[config.mk]
export PLATFORM = sky130hd
export DESIGN_NAME = se15_serout_flat
export DESIGN_NICKNAME = d
export VERILOG_FILES = /design/src/rtl/se15_serout_if.sv /design/src/rtl/se15_serout.sv /design/src/flat_wrapper.sv
export SDC_FILE = /design/constraint.sdc
export NUM_CORES = 1
export LEC_CHECK = 0
export CAP_MARGIN = 20
export CELL_PAD_IN_SITES_DETAIL_PLACEMENT = 0
export CELL_PAD_IN_SITES_GLOBAL_PLACEMENT = 2
export CORE_MARGIN = 3
export CORE_UTILIZATION = 44
export DETAILED_ROUTE_END_ITERATION = 12
export PLACE_DENSITY = 0.86
export SLEW_MARGIN = 20
export SYNTH_ARGS = -nofsm -noshare
export SYNTH_HDL_FRONTEND = slang
export SYNTH_SLANG_ARGS = --single-unit
[constraint.sdc]
create_clock -name clk -period 6.35 [get_ports clk]
set_clock_uncertainty 0.1 [all_clocks]
set_input_delay 1.27 -clock clk [delete_from_list [all_inputs] [get_ports clk]]
set_output_delay 1.27 -clock clk [all_outputs]
set_load 0.005 [all_outputs]
[src/rtl/se15_serout_if.sv]
// Upstream word push, config register write and downstream byte handshake for se15_serout.
interface se15_serout_if;
  logic        pushin;
  logic [31:0] datain;
  logic        write;
  logic [11:0] addr;
  logic [31:0] wdata;
  logic        bout_valid;
  logic        bout_ready;
  logic [7:0]  bout_data;
  logic        bout_last;
  logic [7:0]  ovf_cnt;

  modport master (
    output pushin, datain, write, addr, wdata, bout_ready,
    input  bout_valid, bout_data, bout_last, ovf_cnt
  );

  modport slave (
    input  pushin, datain, write, addr, wdata, bout_ready,
    output bout_valid, bout_data, bout_last, ovf_cnt
  );
endinterface

[src/rtl/se15_serout.sv]
// Word-to-byte serializer: 4-deep word FIFO feeding a registered byte stream with
// configurable byte order and a saturating dropped-word counter.
module se15_serout (
  input  logic          clk,
  input  logic          rst,
  se15_serout_if.slave  bus
);

  localparam logic [11:0] AddrCfg    = 12'h010;
  localparam logic [11:0] AddrOvfClr = 12'h014;

  typedef enum logic [0:0] {StIdle, StShift} state_e;

  state_e      state_q, state_d;
  logic [1:0]  idx_q, idx_d;
  logic [31:0] word_q, word_d;
  logic        order_q, order_d;
  logic        valid_q, valid_d;
  logic [7:0]  data_q, data_d;
  logic        last_q, last_d;

  logic [1:0]  cfg_q;
  logic [7:0]  ovf_q;

  logic [31:0] mem_q [4];
  logic [1:0]  wr_ptr_q, rd_ptr_q;
  logic [2:0]  count_q;

  logic        fifo_empty, fifo_full;
  logic        push_req, push_ok, ovf_inc, load;
  logic [31:0] head;

  logic        unused_wdata;
  assign unused_wdata = ^bus.wdata[31:2];

  // Byte idx of a word in emission order; order 0 starts at the MSB.
  function automatic logic [7:0] sel_byte(input logic [31:0] w, input logic lsb_first,
                                          input logic [1:0] idx);
    logic [1:0] pos;
    pos = lsb_first ? idx : ~idx;
    return w[{pos, 3'b000} +: 8];
  endfunction

  assign fifo_empty = (count_q == 3'd0);
  assign fifo_full  = (count_q == 3'd4);
  assign head       = mem_q[rd_ptr_q];

  // en is taken from the register before any same-edge config write.
  assign push_req = bus.pushin & cfg_q[1];
  assign push_ok  = push_req & (~fifo_full | load);
  assign ovf_inc  = push_req & fifo_full & ~load;

  always_comb begin
    state_d = state_q;
    idx_d   = idx_q;
    word_d  = word_q;
    order_d = order_q;
    valid_d = valid_q;
    data_d  = data_q;
    last_d  = last_q;
    load    = 1'b0;

    unique case (state_q)
      StIdle: begin
        if (!fifo_empty) load = 1'b1;
      end
      StShift: begin
        if (bus.bout_ready) begin
          if (idx_q == 2'd3) begin
            if (!fifo_empty) begin
              load = 1'b1;
            end else begin
              state_d = StIdle;
              valid_d = 1'b0;
              last_d  = 1'b0;
              idx_d   = 2'd0;
            end
          end else begin
            idx_d  = idx_q + 2'd1;
            data_d = sel_byte(word_q, order_q, idx_q + 2'd1);
            last_d = (idx_q == 2'd2);
          end
        end
      end
      default: ;
    endcase

    if (load) begin
      state_d = StShift;
      word_d  = head;
      order_d = cfg_q[0];
      idx_d   = 2'd0;
      valid_d = 1'b1;
      data_d  = sel_byte(head, cfg_q[0], 2'd0);
      last_d  = 1'b0;
    end
  end

  always_ff @(posedge clk or negedge rst) begin
    if (!rst) begin
      state_q <= StIdle;
      idx_q   <= 2'd0;
      word_q  <= 32'h0;
      order_q <= 1'b0;
      valid_q <= 1'b0;
      data_q  <= 8'h00;
      last_q  <= 1'b0;
    end else begin
      state_q <= state_d;
      idx_q   <= idx_d;
      word_q  <= word_d;
      order_q <= order_d;
      valid_q <= valid_d;
      data_q  <= data_d;
      last_q  <= last_d;
    end
  end

  always_ff @(posedge clk or negedge rst) begin
    if (!rst) begin
      for (int i = 0; i < 4; i++) mem_q[i] <= 32'h0;
      wr_ptr_q <= 2'd0;
      rd_ptr_q <= 2'd0;
      count_q  <= 3'd0;
    end else begin
      if (push_ok) begin
        mem_q[wr_ptr_q] <= bus.datain;
        wr_ptr_q        <= wr_ptr_q + 2'd1;
      end
      if (load) rd_ptr_q <= rd_ptr_q + 2'd1;
      if (push_ok && !load)      count_q <= count_q + 3'd1;
      else if (!push_ok && load) count_q <= count_q - 3'd1;
    end
  end

  // Clear wins over a same-edge overflow increment.
  always_ff @(posedge clk or negedge rst) begin
    if (!rst) begin
      cfg_q <= 2'b10;
      ovf_q <= 8'h00;
    end else begin
      if (bus.write && bus.addr == AddrCfg) cfg_q <= bus.wdata[1:0];
      if (bus.write && bus.addr == AddrOvfClr) ovf_q <= 8'h00;
      else if (ovf_inc && ovf_q != 8'hff)      ovf_q <= ovf_q + 8'd1;
    end
  end

  assign bus.bout_valid = valid_q;
  assign bus.bout_data  = data_q;
  assign bus.bout_last  = last_q;
  assign bus.ovf_cnt    = ovf_q;

endmodule
[src/flat_wrapper.sv]
// flat-port wrapper written by rule: the top's interface ports become plain ports
module se15_serout_flat 
  (clk, rst, bus_pushin, bus_datain, bus_write, bus_addr, bus_wdata, bus_bout_ready, bus_bout_valid, bus_bout_data, bus_bout_last, bus_ovf_cnt);
  se15_serout_if bus_i ();
  input  logic clk;
  input  logic rst;
  input wire logic [$bits(bus_i.pushin)-1:0] bus_pushin;
  input wire logic [$bits(bus_i.datain)-1:0] bus_datain;
  input wire logic [$bits(bus_i.write)-1:0] bus_write;
  input wire logic [$bits(bus_i.addr)-1:0] bus_addr;
  input wire logic [$bits(bus_i.wdata)-1:0] bus_wdata;
  input wire logic [$bits(bus_i.bout_ready)-1:0] bus_bout_ready;
  output wire logic [$bits(bus_i.bout_valid)-1:0] bus_bout_valid;
  output wire logic [$bits(bus_i.bout_data)-1:0] bus_bout_data;
  output wire logic [$bits(bus_i.bout_last)-1:0] bus_bout_last;
  output wire logic [$bits(bus_i.ovf_cnt)-1:0] bus_ovf_cnt;
  assign bus_i.pushin = bus_pushin;
  assign bus_i.datain = bus_datain;
  assign bus_i.write = bus_write;
  assign bus_i.addr = bus_addr;
  assign bus_i.wdata = bus_wdata;
  assign bus_i.bout_ready = bus_bout_ready;
  assign bus_bout_valid = bus_i.bout_valid;
  assign bus_bout_data = bus_i.bout_data;
  assign bus_bout_last = bus_i.bout_last;
  assign bus_ovf_cnt = bus_i.ovf_cnt;
  se15_serout u_core (.clk(clk), .rst(rst), .bus(bus_i));
endmodule
## Word-level counts from Yosys, hierarchy flattened

Index checks and enable logic that the tools add are counted.
Widths: inputs -> output; s select.

- Bits in registers: 191
- Bits of input ports: 81
- Output and inout bits: 18
- Logic and storage cells: 102

- $add $sub $neg: 6
- $lt $le $gt $ge: 3
- Equal/unequal tests: 8
- Shifts and indexed selects: 2
- Muxes and demuxes: 38
- Bitwise operators: 11
- Reduce and logical (&&, ||, !) cells: 18

Operators with widths:

| kind | count |
|---|---|
| $bwmux 128 | 1 |
| $mux 32 | 3 |
| $bmux 32 s2 | 1 |
| $demux 32 s2 | 1 |
| $shiftx 32x6->8 | 2 |
| $mux 8 | 6 |
| $eq 12x5->1 const B | 2 |
| $mux 1 | 16 |
| $mux 2 | 7 |
| $reduce_bool 2->1 | 6 |
| $add 8x1->8 const B | 1 |
| $ne 8x8->1 const B | 1 |
| $add 2x1->2 const B | 3 |
| $ge 3x3->1 const B | 2 |
| $logic_and 1x1->1 | 6 |
| $mux 3 | 2 |
| $not 2->3 | 2 |
| $reduce_and 3->1 | 2 |
| $and 1x1->1 | 4 |
| $eq 2x2->1 const B | 2 |
| $reduce_and 4->1 | 1 |
| $add 3x1->3 const B | 1 |
| $eq 3x3->1 const B | 1 |
| $logic_not 3->1 | 1 |
| other kinds (9) | 12 |

## Longest topological paths before layout

Gate-level depths: netlist of the first run.

- Depth in word-level cells: 11
- Mapped depth: 12
- Mapped depth without buffers: 10

## Worst setup path after synthesis of the first run

Ideal clock, no wire load.

- Kind: in2reg
- From: input bus_bout_ready
- To: register u_core.count_q[2]
- Library setup time: 79 ps
- Data arrival time: 3257 ps
- Data required time: 6171 ps
- Slack: 2914 ps
- Stages on the path: 12
- Buffers on the path: 3
- Cells stage by stage: buf_2 -> a21boi_4 -> nor2_2 -> inv_1 -> buf_4 -> buf_2 -> ha_1 -> inv_1 -> fa_1 -> xor2_1 -> nor2_1 -> xor2_1

- Word-level cells in the longest chain between the ends: 7
- Elaborated cells between the ends (all ways): 10
- Those cells by class: 3 x mux; 2 x bitwise; 5 x reduce/logical

Ends and longest elaborated chain:

| element | RTL line | source |
|---|---|---|
| start, declared | flat_wrapper.sv:12 | `input wire logic [$bits(bus_i.bout_ready)-1:0] bus_bout_ready;` |
| $mux 1 (*) | se15_serout.sv:68 | `if (bus.bout_ready) begin` |
| $pmux 1 s2 (*) | se15_serout.sv:63 | `unique case (state_q)` |
| $or 1x1->1 | se15_serout.sv:50 | `assign push_ok = push_req & (~fifo_full \| load);` |
| $and 1x1->1 | se15_serout.sv:50 |  |
| $logic_not 1->1 | se15_serout.sv:132 | `else if (!push_ok && load) count_q <= count_q - 3'd1;` |
| $logic_and 1x1->1 | se15_serout.sv:132 |  |
| $reduce_bool 2->1 (no source line) | n/a |  |
| end signal, assigned | se15_serout.sv:131 | `if (push_ok && !load) count_q <= count_q + 3'd1;` |
| end signal, assigned | se15_serout.sv:132 |  |
| end, declared | se15_serout.sv:27 | `logic [2:0] count_q;` |

Mark *: on every way between the ends. The rest lies on a longest branch, timed or not.
A chain may end at the register's enable or synchronous reset.

## Worst setup path after layout of the first run

- From: input bus_bout_ready
- To: register u_core.count_q[1]

The elaborated chain is that of the path after synthesis.

==> flow_summary_export.csv, run 1 <==
group,metric,value,unit
power,cellPowerDensity,279.8,nW/um^2
placement,post-dp-hpwl,12900,um
worst_setup_path,critical_path_peak_fanout,43,
clock_network,postCtsSetupRepairBufs,0,
finish,mostFrequentLayoutCell,"dfrtp_1",
detailed_routing,num_vias,5521,
grt,busiest_layer,"met2",
worst_setup_path,crit_arrival,3.80,ns
floorplanning,io_pins,99,
grt,grt-ovfl-total,0,
worst_setup_path,start_kind,"primary input",
sta,hold_viol_final,0,
placement,routabilityCongestion,0.7444,
finish,final_cell_mix,"188 x dfrtp_1, 117 x nand2_1, 67 x clkdlybuf4s50_1, 65 x mux2_2, 62 x mux2_4",
sta,drv_slew,0,
synth,synth_edf_count,0,
clock_network,cts_tree,"yes",
clock_network,clkTransAtPathRegs,0.07,ns
grt,grt_start_max_net_pins,142,
floorplanning,die_w,152.1,um
detailed_routing,drc,0,
floorplanning,fp.dieArea,23120,sq um
grt,antenna_found_initial,0,
clock_network,ctsResizeCount,0,
grt,grt_util_all_layers,17.90,%
finish,diodes,0,
outcome,status,"completed",
sta,fin_crit_sh,56.60,%
power,leakagePower,5.246,nW
detailed_routing,wl,20160,um
worst_setup_path,crit_path_end_kind,"register",
grt,grt_pass1_vias,5899,
floorplanning,fp-row-count,52,
min_path,hp-class,"register to register",
clock_network,cts_sinks,191,
clock_network,cts_buffers,17,
clock_network,cts-root-buf,"clkbuf_16",
grt,use_met1,25.38,%
detailed_routing,first_iter_violations,237,
worst_setup_path,crit_type,"primary input to register",
floorplanning,core,20620,sq um
placement,place_area,10190,sq um
worst_setup_path,required,6.56,ns
clock_network,hold_buffers,0,
detailed_routing,wire_per_inst,20.27,um
floorplanning,die_y,152.1,um
synth,synth_cell_type_count,51,
sta,fmax,278.2,MHz
sta,setup_tns,0,ns
floorplanning,initial_utilization,45.50,%
synth,synthCells,656,
synth,syn_nets,746,
placement,numPortBuffers,68,
sta,fin_crit,3.594,ns
detailed_routing,dr.pass1.iters,4,
worst_setup_path,r2r_slack,3.43,ns
synth,netlist_area,9385,sq um
synth,synthFlopType,"dfrtp_1",
finish,synthToLayoutAreaGrowth,15.16,%
clock_network,clk_latency,0.43,ns
detailed_routing,antenna_left,0,
finish,fin_area,10810,sq um
sta,slew_headroom,36.10,%
sta,setup-violations-final,0,
clock_network,ctsHtreeMaxLevel,4,
synth,ys_ff_latch,191,
sta,tightest_slew,0.9552,ns
clock_network,cts.path.max_buffers,2,
grt,met3_usage,2.816,%
detailed_routing,routed_via_density,5.549,
finish,drive_gt1_share,32.28,%
run,maxCapViolCount,0,
grt,gr-usage-met2,29.00,%
sta,rsz0062_at_grt,"no",
power,vdd_drop_max,0.1597,mV
synth,syn_area_per_cell,14.31,sq um
grt,grt_pass1_wl,33040,um
synth,async_reset_ff_share,100.0,%
synth,synth_warnings,0,
synth,ys_seq_area_share,50.94,%
finish,nets,802,
[where the power goes]
group	leakage [nW]	switching (mW)	internal (mW)
Combinational	2.35	0.275	0.280
Sequential	2.62	0.134	1.27
Clock	0.277	0.466	0.601
[path summary, 6_finish.rpt]
path | start | endpoint | cells past startpoint
max in group asynchronous | rst | u_core.rd_ptr_q[1] | 2
max reg2reg | u_core.rd_ptr_q[1] | u_core.bus.bout_data[4] | 5
min | u_core.word_q[7] | u_core.word_q[7] | 2
max | bus_bout_ready | u_core.count_q[1] | 9
min reg2reg | u_core.word_q[7] | u_core.word_q[7] | 2
min in group asynchronous | rst | u_core.mem_q[40] | 1
[flip-flops by register name, indices dropped and copies added, names as in the netlist]
name / cells
u_core.wr_ptr_q: 2
u_core.mem_q: 128
u_core.idx_q: 2
u_core.order_q: 1
u_core.state_q: 1
u_core.cfg_q: 2
u_core.bus.bout_last: 1
u_core.bus.bout_data: 8
u_core.bus.bout_valid: 1
u_core.word_q: 32
u_core.rd_ptr_q: 2
u_core.bus.ovf_cnt: 8
u_core.count_q: 3
[worst max-delay path: stages]
cell and delay, ns:
clkdlybuf4s50_1 0.74, a21boi_4 0.14, nor2_2 0.12, buf_4 0.41
inv_1 0.12, ha_1 0.24, inv_1 0.07, fa_1 0.40
mux2_2 0.28
[routing by layer]
layer  part of all wire [%]  vias up
met1                     46     2919
li1                       -     2500
met3                    3.4       13
met5                      0        -
met2                     50       89
met4                   0.73        0
[final cells by class]
cell class	instances	area, sq um
multi-input combinational	419	4310
sequential	191	4783
clock inverter	13	138.9
tap	270	337.8
inverter	9	33.78
clock buffer	19	452.9
timing repair buffer	74	750.7
fill	1672	9817
[cells in the mapped netlist, drive strengths merged (3+ instances only)]
cell | instances | area share [%]
nor4 | 3 | 0.20
mux4 | 56 | 14
nand3 | 5 | 0.32
or4 | 3 | 0.24
o21ai | 6 | 0.32
buf | 27 | 2.4
a211oi | 8 | 0.64
a21oi | 8 | 0.43
o31ai | 11 | 0.88
nor2 | 12 | 0.51
clkbuf | 10 | 0.41
xnor2 | 5 | 0.55
or3 | 3 | 0.20
inv | 9 | 0.36
ha | 8 | 1.1
nand2 | 121 | 5.2
mux2 | 131 | 18
dfrtp | 190 | 51
xor2 | 3 | 0.28
nor2b | 10 | 0.67
[logic make-up (layout without fill, tap and decap cells)]
group                      Yosys count  in the layout  share of synthesized area [%]
xor gates and xnor gates             8              8                         0.8266
AOI/OAI and AO/OA                   46             46                          3.666
DFF                                191            191                          50.94
muxes                              189            189                          32.01
adders and majority gates            9              9                          1.280
buffers and inverters               46            115                          3.133
and+or+nand+nor                    167            167                          8.146
[through the flow]
stage	power (mW)	hold WS, ns	instances	worst slack (ns)	util (%)
final	3.024	0.3677	995	2.756	52.40
after detailed placement	1.995	0.3550	962	2.291	49.39
after global routing	3.176	0.3953	995	2.625	52.40
after CTS	3.063	0.3714	994	2.747	52.26
after global placement	1.976	0.3488	962	2.372	49.39
after floorplan	1.780	0.3373	656	2.914	-
(Power assumes the default switching activity.)
==> run 2: changes to the inputs <==
- CORE_UTILIZATION: 44 -> 41
- PLACE_DENSITY: 0.86 -> 0.81
- clock period: 6.35 -> 3.6 ns (I/O delays scaled with it)
==> run 2 against run 1 <==
Against the previous run: non-clock buffer count up 5; flip-flop and latch count unchanged; total power up 77%; global-route usage down 0.55 points; die area up 7.0%; register-to-register slack worse by 2.6 ns; combinational power up 91%; clock power up 76%; count of clock-buffer cells in the layout unchanged; design area up 0.60%; critical path depth unchanged; sequential power up 74%.
==> flow_summary_export.csv, run 2 (synthesis results as in run 1) <==
group,metric,value,unit
outcome,status,"completed",
power,swShare,28.74,%
floorplanning,fp-row-count,54,
worst_setup_path,worstRegToRegCells,9,
worst_setup_path,required,3.85,ns
clock_network,hold_buffers,0,
finish,fin_area,10870,sq um
floorplanning,io_pins,99,
grt,grt_pass1_wl,33190,um
worst_setup_path,timing.rr.start,"u_core.idx_q[0]",
placement,place_area,10280,sq um
worst_setup_path,critical_path_peak_fanout,8,
grt,grt_start_max_net_pins,107,
min_path,hp-class,"primary input to async pin",
floorplanning,fp.dieArea,24740,sq um
worst_setup_path,r2r-end,"u_core.count_q[2]",
finish,top_regs,"u_core.mem_q x128, u_core.word_q x32",
floorplanning,die_w,157.3,um
placement,post-dp-hpwl,13460,um
sta,slew_headroom,40.93,%
worst_setup_path,start_kind,"register",
floorplanning,die_y,157.3,um
floorplanning,initial_utilization,42.35,%
power,clkPwrFrac,35.0,%
grt,grt_pass1_vias,5976,
finish,top_register,"u_core.mem_q",
finish,largest_reg_flops,128,
detailed_routing,antenna_left,0,
clock_network,clk_latency,0.43,ns
sta,tightest_slew,0.8861,ns
grt,antenna_found_initial,0,
run,maxCapViolCount,0,
clock_network,cts_sinks,191,
finish,mostFrequentLayoutCell,"dfrtp_1",
power,p_int,3.824,mW
power,p_seq_share,45.3,%
worst_setup_path,crit_type,"register to register",
finish,diodes,0,
floorplanning,core,22160,sq um
finish,nets,807,
detailed_routing,num_vias,5480,
sta,hold_viol_final,0,
power,combPwrFrac,19.7,%
placement,routabilityCongestion,0.7337,
finish,final_cell_mix,"188 x dfrtp_1, 117 x nand2_1, 67 x clkdlybuf4s50_1, 65 x mux2_2, 62 x mux2_4",
power,vdd_drop_max,0.3287,mV
worst_setup_path,crit_path_end_kind,"register",
sta,drv_slew,0,
clock_network,cts.path.max_buffers,2,
clock_network,cts_tree,"yes",
power,leakagePower,5.284,nW
power,p_sw,1.542,mW
finish,fin_util,49.06,%
detailed_routing,first_iter_violations,215,
detailed_routing,wire_per_inst,20.04,um
power,cellPowerDensity,493.6,nW/um^2
clock_network,postCtsSetupRepairBufs,0,
worst_setup_path,r2r_slack,0.84,ns
detailed_routing,dr.pass1.iters,4,
worst_setup_path,crit_arrival,3.01,ns
grt,grt_util_all_layers,17.34,%
detailed_routing,routed_via_density,5.426,
grt,grt-ovfl-total,0,
sta,fmax,362.5,MHz
worst_setup_path,crit_path_start,"u_core.idx_q[0]",
clock_network,ctsHtreeMaxLevel,4,
sta,fin_crit_sh,76.63,%
clock_network,ctsResizeCount,0,
detailed_routing,wl,20240,um
placement,numPortBuffers,68,
sta,setup_tns,0,ns
detailed_routing,drc,0,
finish,drive_gt1_share,32.74,%
clock_network,cts_buffers,17,
sta,rsz0062_at_grt,"no",
sta,setup-violations-final,0,
sta,fin_crit,2.759,ns
clock_network,cts-root-buf,"clkbuf_16",
clock_network,clkTransAtPathRegs,0.07,ns
finish,synthToLayoutAreaGrowth,15.85,%
-- run 2: cell types whose count changed in the layout (fill, tap and decap cells not counted), sizes merged --
cell and change:
clkinvlp -2, buf +4, clkinv +1, clkbuf +1, inv +1
-- run 2: worst max path at each step --
stage / to / slack, ns / depth (start not counted)
floorplan: u_core.count_q[2] / 0.71 / 12
global placement: u_core.count_q[2] / 0.50 / 9
detailed placement: u_core.count_q[2] / 0.39 / 9
CTS: u_core.count_q[2] / 0.79 / 9
global route: u_core.count_q[2] / 0.63 / 9
finish: u_core.count_q[2] / 0.84 / 9
-- run 2: through the flow --
step                hold slack (ns)  instances  total power [mW]  worst slack, ns
global placement             0.3529        978             3.532           0.5036
CTS                          0.3476       1010             5.457           0.7945
floorplan                    0.3244        656             3.139           0.7136
detailed placement           0.3592        978             3.568           0.3934
finish                       0.3145       1010             5.367           0.8415
global route                 0.3826       1010             5.641           0.6332
-- run 2: final cells by class --
class | count | area (sq um)
tap | 280 | 350.3
clock buffer | 19 | 452.9
fill | 1910 | 11290
timing repair buffer | 79 | 804.5
clock inverter | 13 | 137.6
multi-input combinational | 419 | 4310
sequential | 191 | 4783
inverter | 9 | 33.78
-- run 2: critical path: stages (launching register included) --
cell	delay [ns]
dfrtp_1	0.46
ha_1	0.41
a21boi_4	0.14
a21boi_4	0.40
ha_1	0.27
inv_1	0.07
fa_1	0.38
xor2_1	0.17
nor2_1	0.12
xor2_1	0.17
-- run 2: power groups by stage --
stage | Combinational [mW] | Sequential (mW) | Clock [mW]
3_5_place_dp | 1.09 | 2.48 | 0
3_3_place_gp | 1.06 | 2.47 | 0
5_1_grt | 1.16 | 2.45 | 2.02
2_1_floorplan | 0.790 | 2.35 | 0
4_1_cts | 1.09 | 2.43 | 1.93
6_report | 1.06 | 2.43 | 1.88
-- run 2: metal layers --
metal	global-route usage (%)	part of all wire, %
met1	24.51	47
met2	27.86	48
met3	2.859	3.4
met4	5.165	1.5
met5	0	0
==> run 3: changes to the inputs <==
- clock period: 3.6 -> 2.6 ns (I/O delays scaled with it)
==> run 3 against run 2 <==
Against the previous run: die area did not move; non-clock buffer count is 23 higher; flip-flop and latch count did not move; final cell count is 2.3% higher; setup slack worse by 0.72 ns; clock power grew 48%; register-to-register slack got worse by 0.72 ns; global-route usage grew 0.47 points; critical path depth fell by 3; sequential power is 37% higher; hold slack better by 0.062 ns; critical path type unchanged; critical endpoint is now u_core.bus.bout_data[4].
==> flow_summary_export.csv, run 3 (synthesis results as in run 1) <==
group,metric,value,unit
clock_network,clkTransAtPathRegs,0.06,ns
finish,synthToLayoutAreaGrowth,19.64,%
sta,fin_crit_sh,95.35,%
finish,largest_reg_flops,128,
sta,drv_slew,0,
finish,top_register,"u_core.mem_q",
sta,timing.hold.ws,0.3766,ns
detailed_routing,dr_wl_met3,802,um
clock_network,clk_latency,0.43,ns
clock_network,cts_buffers,17,
sta,tightest_slew,0.8906,ns
grt,grt_start_max_net_pins,58,
outcome,status,"completed",
min_path,whs_path_depth,2,
finish,mostFrequentLayoutCell,"dfrtp_1",
detailed_routing,dr.pass1.iters,5,
detailed_routing,drc,0,
floorplanning,fp.dieArea,24740,sq um
worst_setup_path,required,2.80,ns
detailed_routing,wl_met2,10070,um
floorplanning,fp-row-count,54,
power,cellPowerDensity,690.3,nW/um^2
worst_setup_path,crit_path_end_kind,"register",
clock_network,cts.path.max_buffers,2,
placement,post-dp-hpwl,14150,um
finish,fin_util,50.67,%
clock_network,ctsResizeCount,0,
sta,slew_headroom,40.17,%
power,vdd_drop_max,0.5134,mV
run,maxCapViolCount,0,
detailed_routing,routed_via_density,5.491,
sta,fin_crit,2.479,ns
power,leakagePower,5.478,nW
detailed_routing,wire_per_inst,20.12,um
floorplanning,core,22160,sq um
min_path,hp-class,"register to register",
grt,antenna_found_initial,0,
min_path,holdCritStartpoint,"u_core.word_q[5]",
grt,grt_util_all_layers,17.81,%
power,finalPower,7.751,mW
finish,diodes,0,
floorplanning,initial_utilization,42.35,%
placement,numPortBuffers,68,
sta,setup-violations-final,0,
finish,nets,830,
floorplanning,die_w,157.3,um
worst_setup_path,critical_path_peak_fanout,12,
detailed_routing,first_iter_violations,329,
worst_setup_path,r2r_slack,0.12,ns
min_path,holdPathEnd,"u_core.word_q[5]",
sta,rsz0062_at_grt,"no",
worst_setup_path,r2r-end,"u_core.bus.bout_data[4]",
worst_setup_path,worstRegToRegCells,6,
finish,drive_gt1_share,34.79,%
detailed_routing,wl,20780,um
detailed_routing,num_vias,5672,
worst_setup_path,timing.rr.start,"u_core.rd_ptr_q[1]",
clock_network,cts_sinks,191,
grt,grt_pass1_vias,5936,
detailed_routing,met1_length,9759,um
grt,grt_pass1_wl,34080,um
sta,setup_tns,0,ns
grt,grt-ovfl-total,0,
clock_network,ctsHtreeMaxLevel,4,
detailed_routing,antenna_left,0,
clock_network,cts_tree,"yes",
worst_setup_path,start_kind,"register",
detailed_routing,top_layer,"met4",
clock_network,cts-root-buf,"clkbuf_16",
sta,hold_viol_final,0,
finish,final_cell_mix,"188 x dfrtp_1, 117 x nand2_1, 67 x clkdlybuf4s50_1, 65 x mux2_2, 62 x mux2_4",
sta,fmax,403.4,MHz
floorplanning,io_pins,99,
floorplanning,die_y,157.3,um
worst_setup_path,crit_arrival,2.68,ns
finish,top_regs,"u_core.mem_q x128, u_core.word_q x32",
placement,routabilityCongestion,0.7801,
worst_setup_path,crit_type,"register to register",
[run 3: cell type report]
type,count,area (sq um)
fillers,1874,10930
multi-input cells,419,4313
clock inverters,14,201.4
repair buffers,102,1117
well taps,280,350.3
inverters,9,33.78
clock buffers,18,429.2
flip-flops and latches,191,4783
[run 3: worst max-delay path by stage]
stage	cells after the start	slack, ns	endpoint	startpoint
after CTS	6	0.16	u_core.bus.bout_data[4]	u_core.rd_ptr_q[1]
after detailed placement	10	-0.05	u_core.count_q[2]	bus_bout_ready
after floorplan	12	0.02	u_core.count_q[2]	bus_bout_ready
after global routing	6	0.02	u_core.bus.bout_data[4]	u_core.rd_ptr_q[1]
after global placement	10	-0.01	u_core.count_q[2]	bus_bout_ready
final	6	0.12	u_core.bus.bout_data[4]	u_core.rd_ptr_q[1]
[run 3: where the power goes]
part / internal [mW] / switching [mW] / total, mW
combinational: 0.831 / 0.802 / 1.63
clock: 1.63 / 1.15 / 2.78
sequential: 3.10 / 0.242 / 3.34
total: 5.56 / 2.19 / 7.75
[run 3: critical path, cell delays in order, from the launching register on]
cell and delay (ns):
dfrtp_2 0.59, buf_4 0.25, mux4_2 0.50, nor2b_1 0.14, a211oi_1 0.52, buf_4 0.20
o31ai_1 0.06
[run 3: through the flow]
step | instance area [sq um] | std cells | setup slack, ns
2_1_floorplan | 9394 | 656 | 0.01693
3_3_place_gp | 10590 | 1000 | -0.01140
3_5_place_dp | 10590 | 1000 | -0.04578
4_1_cts | 11230 | 1033 | 0.1570
5_1_grt | 11230 | 1033 | 0.02230
6_report | 11230 | 1033 | 0.1208
[run 3: timing repair]
| action | CTS | global route |
|---|---|---|
| hold buffers | 1 | 0 |
| setup buffers | 0 | 0 |
| hold endpoints to repair | 52 | 0 |
[run 3: per-layer routing]
layer,vias up,track usage (%)
met5,-,0
met2,110,27.92
li1,2551,-
met3,12,3.162
met4,0,4.008
met1,2999,26.20
